File: config.mk
export PLATFORM = sky130hd
export DESIGN_NAME = core_ctx_state_ctrl
export DESIGN_NICKNAME = d
export VERILOG_FILES = /design/src/rtl/core_ctx_state_ctrl.sv
export SDC_FILE = /design/constraint.sdc
export NUM_CORES = 1
export LEC_CHECK = 0
export ABC_AREA = 1
export BUFFER_PORTS_ARGS = -buffer_cell sky130_fd_sc_hd__buf_4
export CAP_MARGIN = 20
export CORE_MARGIN = 2
export CORE_UTILIZATION = 36
export DETAILED_ROUTE_END_ITERATION = 8
export HOLD_SLACK_MARGIN = 0.15
export PLACE_DENSITY = 0.54
export SYNTH_ARGS = -nofsm -noshare
export SYNTH_HDL_FRONTEND = slang
export SYNTH_SLANG_ARGS = --single-unit
File: constraint.sdc
create_clock -name clk -period 3.3 [get_ports clk]
set_clock_uncertainty 0.05 [all_clocks]
set_input_delay 0.495 -clock clk [delete_from_list [all_inputs] [get_ports clk]]
set_output_delay 0.495 -clock clk [all_outputs]
set_load 0.02 [all_outputs]
File: src/rtl/core_ctx_state_ctrl.sv
// Multi-context run-state controller. Each hardware context has an IDLE/RUN/HALT/ERR state,
// a captured exception code and a watchdog. Contexts are driven by retires and network commands.
module core_ctx_state_ctrl #(
  parameter int unsigned NUM_CTX    = 4,
  parameter int unsigned EXC_CODE_W = 4,
  parameter int unsigned WDOG_W     = 16,
  localparam int unsigned CTX_W     = (NUM_CTX > 1) ? $clog2(NUM_CTX) : 1
) (
  input  logic                           clk,
  input  logic                           n_reset,
  input  logic                           instr_valid_i,
  input  logic [CTX_W-1:0]               ctx_i,
  input  logic                           instr_done_i,
  input  logic                           exception_i,
  input  logic [EXC_CODE_W-1:0]          exc_code_i,
  input  logic                           stall_i,
  input  logic                           net_start_i,
  input  logic                           net_halt_i,
  input  logic                           net_resume_i,
  input  logic                           net_clear_i,
  input  logic [CTX_W-1:0]               net_ctx_i,
  input  logic [WDOG_W-1:0]              wdog_limit_i,
  output logic [2*NUM_CTX-1:0]           state_o,
  output logic [NUM_CTX-1:0]             run_mask_o,
  output logic [EXC_CODE_W*NUM_CTX-1:0]  err_code_o,
  output logic                           any_err_o,
  output logic                           all_idle_o,
  output logic                           cmd_err_o
);

  typedef enum logic [1:0] {
    StIdle = 2'b00,
    StRun  = 2'b01,
    StHalt = 2'b10,
    StErr  = 2'b11
  } ctx_state_e;

  ctx_state_e              state_q [NUM_CTX];
  ctx_state_e              state_d [NUM_CTX];
  logic [EXC_CODE_W-1:0]   err_q   [NUM_CTX];
  logic [EXC_CODE_W-1:0]   err_d   [NUM_CTX];
  logic [WDOG_W-1:0]       wdog_q  [NUM_CTX];
  logic [WDOG_W-1:0]       wdog_d  [NUM_CTX];
  logic                    cmd_err_q, cmd_err_d;

  logic [NUM_CTX-1:0]      retire, wdog_trip, cmd_hit;
  logic [2:0]              cmd_cnt;
  logic                    cmd_any, net_ctx_ok, cmd_valid;

  always_ff @(posedge clk) begin
    if (!n_reset) begin
      for (int unsigned c = 0; c < NUM_CTX; c++) begin
        state_q[c] <= StIdle;
        err_q[c]   <= '0;
        wdog_q[c]  <= '0;
      end
      cmd_err_q <= 1'b0;
    end else begin
      for (int unsigned c = 0; c < NUM_CTX; c++) begin
        state_q[c] <= state_d[c];
        err_q[c]   <= err_d[c];
        wdog_q[c]  <= wdog_d[c];
      end
      cmd_err_q <= cmd_err_d;
    end
  end

  // Command decode: exactly one command bit and an in-range target make a valid command.
  always_comb begin
    cmd_cnt    = {2'b00, net_start_i} + {2'b00, net_halt_i} + {2'b00, net_resume_i}
               + {2'b00, net_clear_i};
    cmd_any    = (cmd_cnt != 3'd0);
    net_ctx_ok = ({{(32-CTX_W){1'b0}}, net_ctx_i} < NUM_CTX);
    cmd_valid  = (cmd_cnt == 3'd1) && net_ctx_ok;
    cmd_err_d  = (cmd_cnt > 3'd1) || (cmd_any && !net_ctx_ok);
    for (int unsigned c = 0; c < NUM_CTX; c++) begin
      retire[c]    = instr_valid_i && !stall_i && (ctx_i == CTX_W'(c));
      wdog_trip[c] = (state_q[c] == StRun) && (wdog_limit_i != '0)
                     && (wdog_q[c] >= wdog_limit_i);
      cmd_hit[c]   = cmd_valid && (net_ctx_i == CTX_W'(c));
    end
  end

  always_comb begin
    for (int unsigned c = 0; c < NUM_CTX; c++) begin
      state_d[c] = state_q[c];
      err_d[c]   = err_q[c];
      if (retire[c] && exception_i && (state_q[c] == StRun || state_q[c] == StHalt)) begin
        state_d[c] = StErr;
        err_d[c]   = exc_code_i;
      end else if (wdog_trip[c]) begin
        state_d[c] = StErr;
        err_d[c]   = '1;
      end else if (retire[c] && instr_done_i && (state_q[c] == StRun)) begin
        state_d[c] = StIdle;
      end else if (cmd_hit[c]) begin
        unique case (state_q[c])
          StIdle: if (net_start_i)  state_d[c] = StRun;
          StRun:  if (net_halt_i)   state_d[c] = StHalt;
          StHalt: if (net_resume_i) state_d[c] = StRun;
          StErr: begin
            if (net_clear_i) begin
              state_d[c] = StIdle;
              err_d[c]   = '0;
            end
          end
          default: ;
        endcase
      end

      // Watchdog counts only while running; a resume from HALT keeps the frozen count.
      if (state_d[c] == StIdle || state_d[c] == StErr) begin
        wdog_d[c] = '0;
      end else if (state_q[c] == StRun) begin
        if (retire[c])             wdog_d[c] = '0;
        else if (&wdog_q[c])       wdog_d[c] = wdog_q[c];
        else                       wdog_d[c] = wdog_q[c] + 1'b1;
      end else if (state_q[c] == StHalt) begin
        wdog_d[c] = wdog_q[c];
      end else begin
        wdog_d[c] = '0;
      end
    end
  end

  always_comb begin
    state_o    = '0;
    run_mask_o = '0;
    err_code_o = '0;
    any_err_o  = 1'b0;
    all_idle_o = 1'b1;
    for (int unsigned c = 0; c < NUM_CTX; c++) begin
      state_o[2*c +: 2]                   = state_q[c];
      run_mask_o[c]                       = (state_q[c] == StRun);
      err_code_o[EXC_CODE_W*c +: EXC_CODE_W] = err_q[c];
      any_err_o                           = any_err_o | (state_q[c] == StErr);
      all_idle_o                          = all_idle_o & (state_q[c] == StIdle);
    end
    cmd_err_o = cmd_err_q;
  end

endmodule
==> impl_metrics.toml <==
[floorplan]
rows = 53
die-area_um2 = 22200
start_util_pct = 36.34
core_um2 = 20820
die_h_um = 149.0
die_w_um = 149.0
io_pins = 65

[cells_and_area]
nNetsFinal = 1392
layout_commonest_cell = "nand2_1"
areaGrowthSynthToFinish_pct = 14.19
diodes = 0
drive_above_1_share_pct = 9.906
final_cell_mix = "nand2_1 (262), inv_1 (189), nor2_1 (146)"
fin_util_pct = 41.50
finalInstanceArea_um2 = 8641

[worst_hold_path]
hold_path_class = "in -> reg"
hp-start = "n_reset"
hold_depth = 3
min_to = "state_q[0][1]"

[cts]
postCtsSetupBuffers = 0
clk_pin_slew_ps = 70
cts_tree = "built"
clk-insertion-delay-late_ps = 360
clk_path_buf_depth = 2
cts.sinks = 89
cts-buffers-inserted = 9
ctsRootBufferMaster = "clkbuf_16"
cts_resized = 0
cts_hold_buf = 0
h-tree-depth = 3

[detailed_routing]
ant_nets = 0
vias = 7749
vias_per_cell = 5.009
drc = 0
dr.pass1.iters = 5
drt_iter0_drc = 480
wl_um = 22630
wl_per_cell_um = 14.63

[timing]
hold_ws_ps = 416.5
fmax_ghz = 0.3379
min_period_ps = 2959
setup_tns_ps = 0
slew_headroom_pct = 65.13
finalCritPeriodShare_pct = 89.68
rsz0062_at_grt = "false"
slew_violations = 0
setup-violations-final = 0
hold_violations = 0
tightest_slew_ps = 522.5

[setup_path]
crit_path_top_delay_cell = "fa_1"
crit_fanout = 16
r2r_cells = 10
critPathRequiredTime_ps = 3530
path_buf_inv = 5
reg2reg_to = "wdog_q[0][40]"
crit_family = "simple AND/OR/NAND/NOR gates"
rr_startpoint = "state_q[2][1]"
start_kind = "primary input"
max_stage_delay_ps = 430
worstPathCellList = "buf_4 > inv_1 > fa_1 > inv_1 > ha_1 > inv_1 > ha_1 > nor2_1 > nand2_1 > inv_2 > nand2_1 > o21ai_1 > nand2_1 > nand2_1 > nand3_1 > nand2_1 > nand3_2 > nor2_1"
end_kind = "flop"
ff2ff_setup_slack_ps = 590
crit_top_cell = "nand2_1"
crit_type = "in -> reg"
arrival_ps = 3190

[power_and_ir_drop]
p_comb_share_pct = 11.4
pwr-share-clk_pct = 44.8
swShare_pct = 28.23
switchingPower_uw = 695.4
leakage_uw = 0.003875
p_int_uw = 1768
power.share.sequential_pct = 43.8
peakVddDrop_mv = 0.2175
cellPowerDensity_nw_per_um2 = 285.0
power_uw = 2463

[grt]
grt_max_degree = 23
grt_overflow = 0
grt_first_pass_wirelength_um = 37020
grt_pass1_vias = 7158
antenna_found_initial = 0
track_usage_pct = 20.94

[synthesis]
syn_area_per_cell_um2 = 6.280
synth-seq-cells = 89
synth.area.mux_share_pct = 0
synth_xor_area_share_pct = 0.6944
synth_top_family_by_area = "simple AND/OR/NAND/NOR gates"
synthAdderAreaFrac_pct = 15.15
seq_area_frac_synth_pct = 23.54
synthCells = 1205
synth-simple-area-share_pct = 37.37
synth_compound_area_share_pct = 11.51
ys_warn_count = 0
synth_area_um2 = 7567
syn_nets = 1330
synth_cell_types = 37

[place]
placed_cell_area_um2 = 8339
io_buffers = 64
place.gp.congestion = 0.8978
hpwl_um = 17710

[status]
status = "finished clean"

[run]
max-cap-violations = 0
[how the worst max path moves through the flow]
| stage | slack, ps | cells past startpoint | startpoint | end |
|---|---|---|---|---|
| after floorplan | 450 | 17 | net_start_i | wdog_q[0][40] |
| after global placement | 60 | 18 | net_halt_i | wdog_q[0][8] |
| after detailed placement | -7 | 18 | net_halt_i | wdog_q[0][8] |
| after CTS | 360 | 18 | net_halt_i | wdog_q[0][10] |
| after global routing | 50 | 18 | net_halt_i | wdog_q[0][4] |
| final | 340 | 18 | net_halt_i | wdog_q[0][10] |
[logic make-up (layout without fill, tap and decap cells)]
kind of cell | Yosys count | after routing
buffers and inverters | 221 | 288
XOR/XNOR | 6 | 6
flip-flops | 89 | 89
AO/OA/AOI/OAI | 164 | 164
adder cells (fa/ha/maj) | 91 | 91
AND/OR/NAND/NOR | 634 | 634
[cells in the mapped netlist]
master	instances	area, um^2
nor4_1	4	25.02
nand2_2	3	18.77
nand3b_1	1	7.510
clkinv_1	1	3.750
xor2_1	6	52.55
dfxtp_1	89	1782
nor2_4	1	11.26
clkbuf_1	3	11.26
a31o_2	2	17.52
nor2_1	146	548.0
inv_2	10	37.54
nand3_1	97	485.5
ha_1	90	1126
o22ai_1	2	12.51
buf_2	11	55.05
and2_1	1	6.260
a21boi_0	2	15.01
nand3_2	6	60.06
inv_1	189	709.4
a21oi_2	1	8.760
buf_6	5	56.30
o2111ai_1	3	26.28
and3_1	1	6.260
buf_4	2	15.01
nor2_2	6	37.54
nand4_1	55	344.1
nor3_1	40	200.2
nand2_1	262	983.4
o21ai_1	6	30.03
a22oi_1	1	7.510
fa_1	1	20.02
nor3_2	6	60.06
nor3b_1	2	15.01
o21ai_0	59	295.3
or2_2	3	18.77
a21oi_1	81	405.4
o21bai_1	7	52.55
[registers in the layout (all words and copies together), names as in the netlist]
register   cells
err_q         16
state_q        8
wdog_q        64
cmd_err_o      1
[worst reg2reg max path, cell delays in order, from the launching register on]
cell,delay [ps]
dfxtp_1,390
inv_1,160
ha_1,350
inv_1,200
nor2_1,430
nand4_1,230
nand2_2,360
inv_2,150
o21ai_0,130
o21ai_0,100
nor2_1,90
[power by group through the flow]
stage / Combinational [uW] / Sequential (uW) / Clock (uW)
6_report: 280 / 1080 / 1100
5_1_grt: 315 / 1080 / 1170
4_1_cts: 281 / 1080 / 1130
3_5_place_dp: 280 / 1110 / 0
3_3_place_gp: 279 / 1110 / 0
2_1_floorplan: 157 / 1110 / 0
[cell type report]
| cell class | instances | area, um^2 |
|---|---|---|
| fillers | 2282 | 12180 |
| multi-input cells | 895 | 4897 |
| flip-flops and latches | 89 | 1782 |
| inverters | 200 | 750.7 |
| repair buffers | 72 | 565.5 |
| well taps | 275 | 344.1 |
| clock buffers | 9 | 225.2 |
| clock inverters | 7 | 76.32 |
[metal layers]
metal	track usage [%]	part of all wire [%]	vias up
met5	0	0	-
li1	-	-	4097
met4	6.762	1.9	0
met1	28.80	49	3449
met2	33.48	44	179
met3	3.425	5.0	24
[through the flow]
stage	setup WS, ps	cells
final	340.6	1547
after detailed placement	-7.129	1531
after CTS	358.9	1547
after global placement	57.27	1531
after floorplan	452.5	1205
after global routing	52.61	1547
Note: power is estimated with default switching activity, not from simulation.
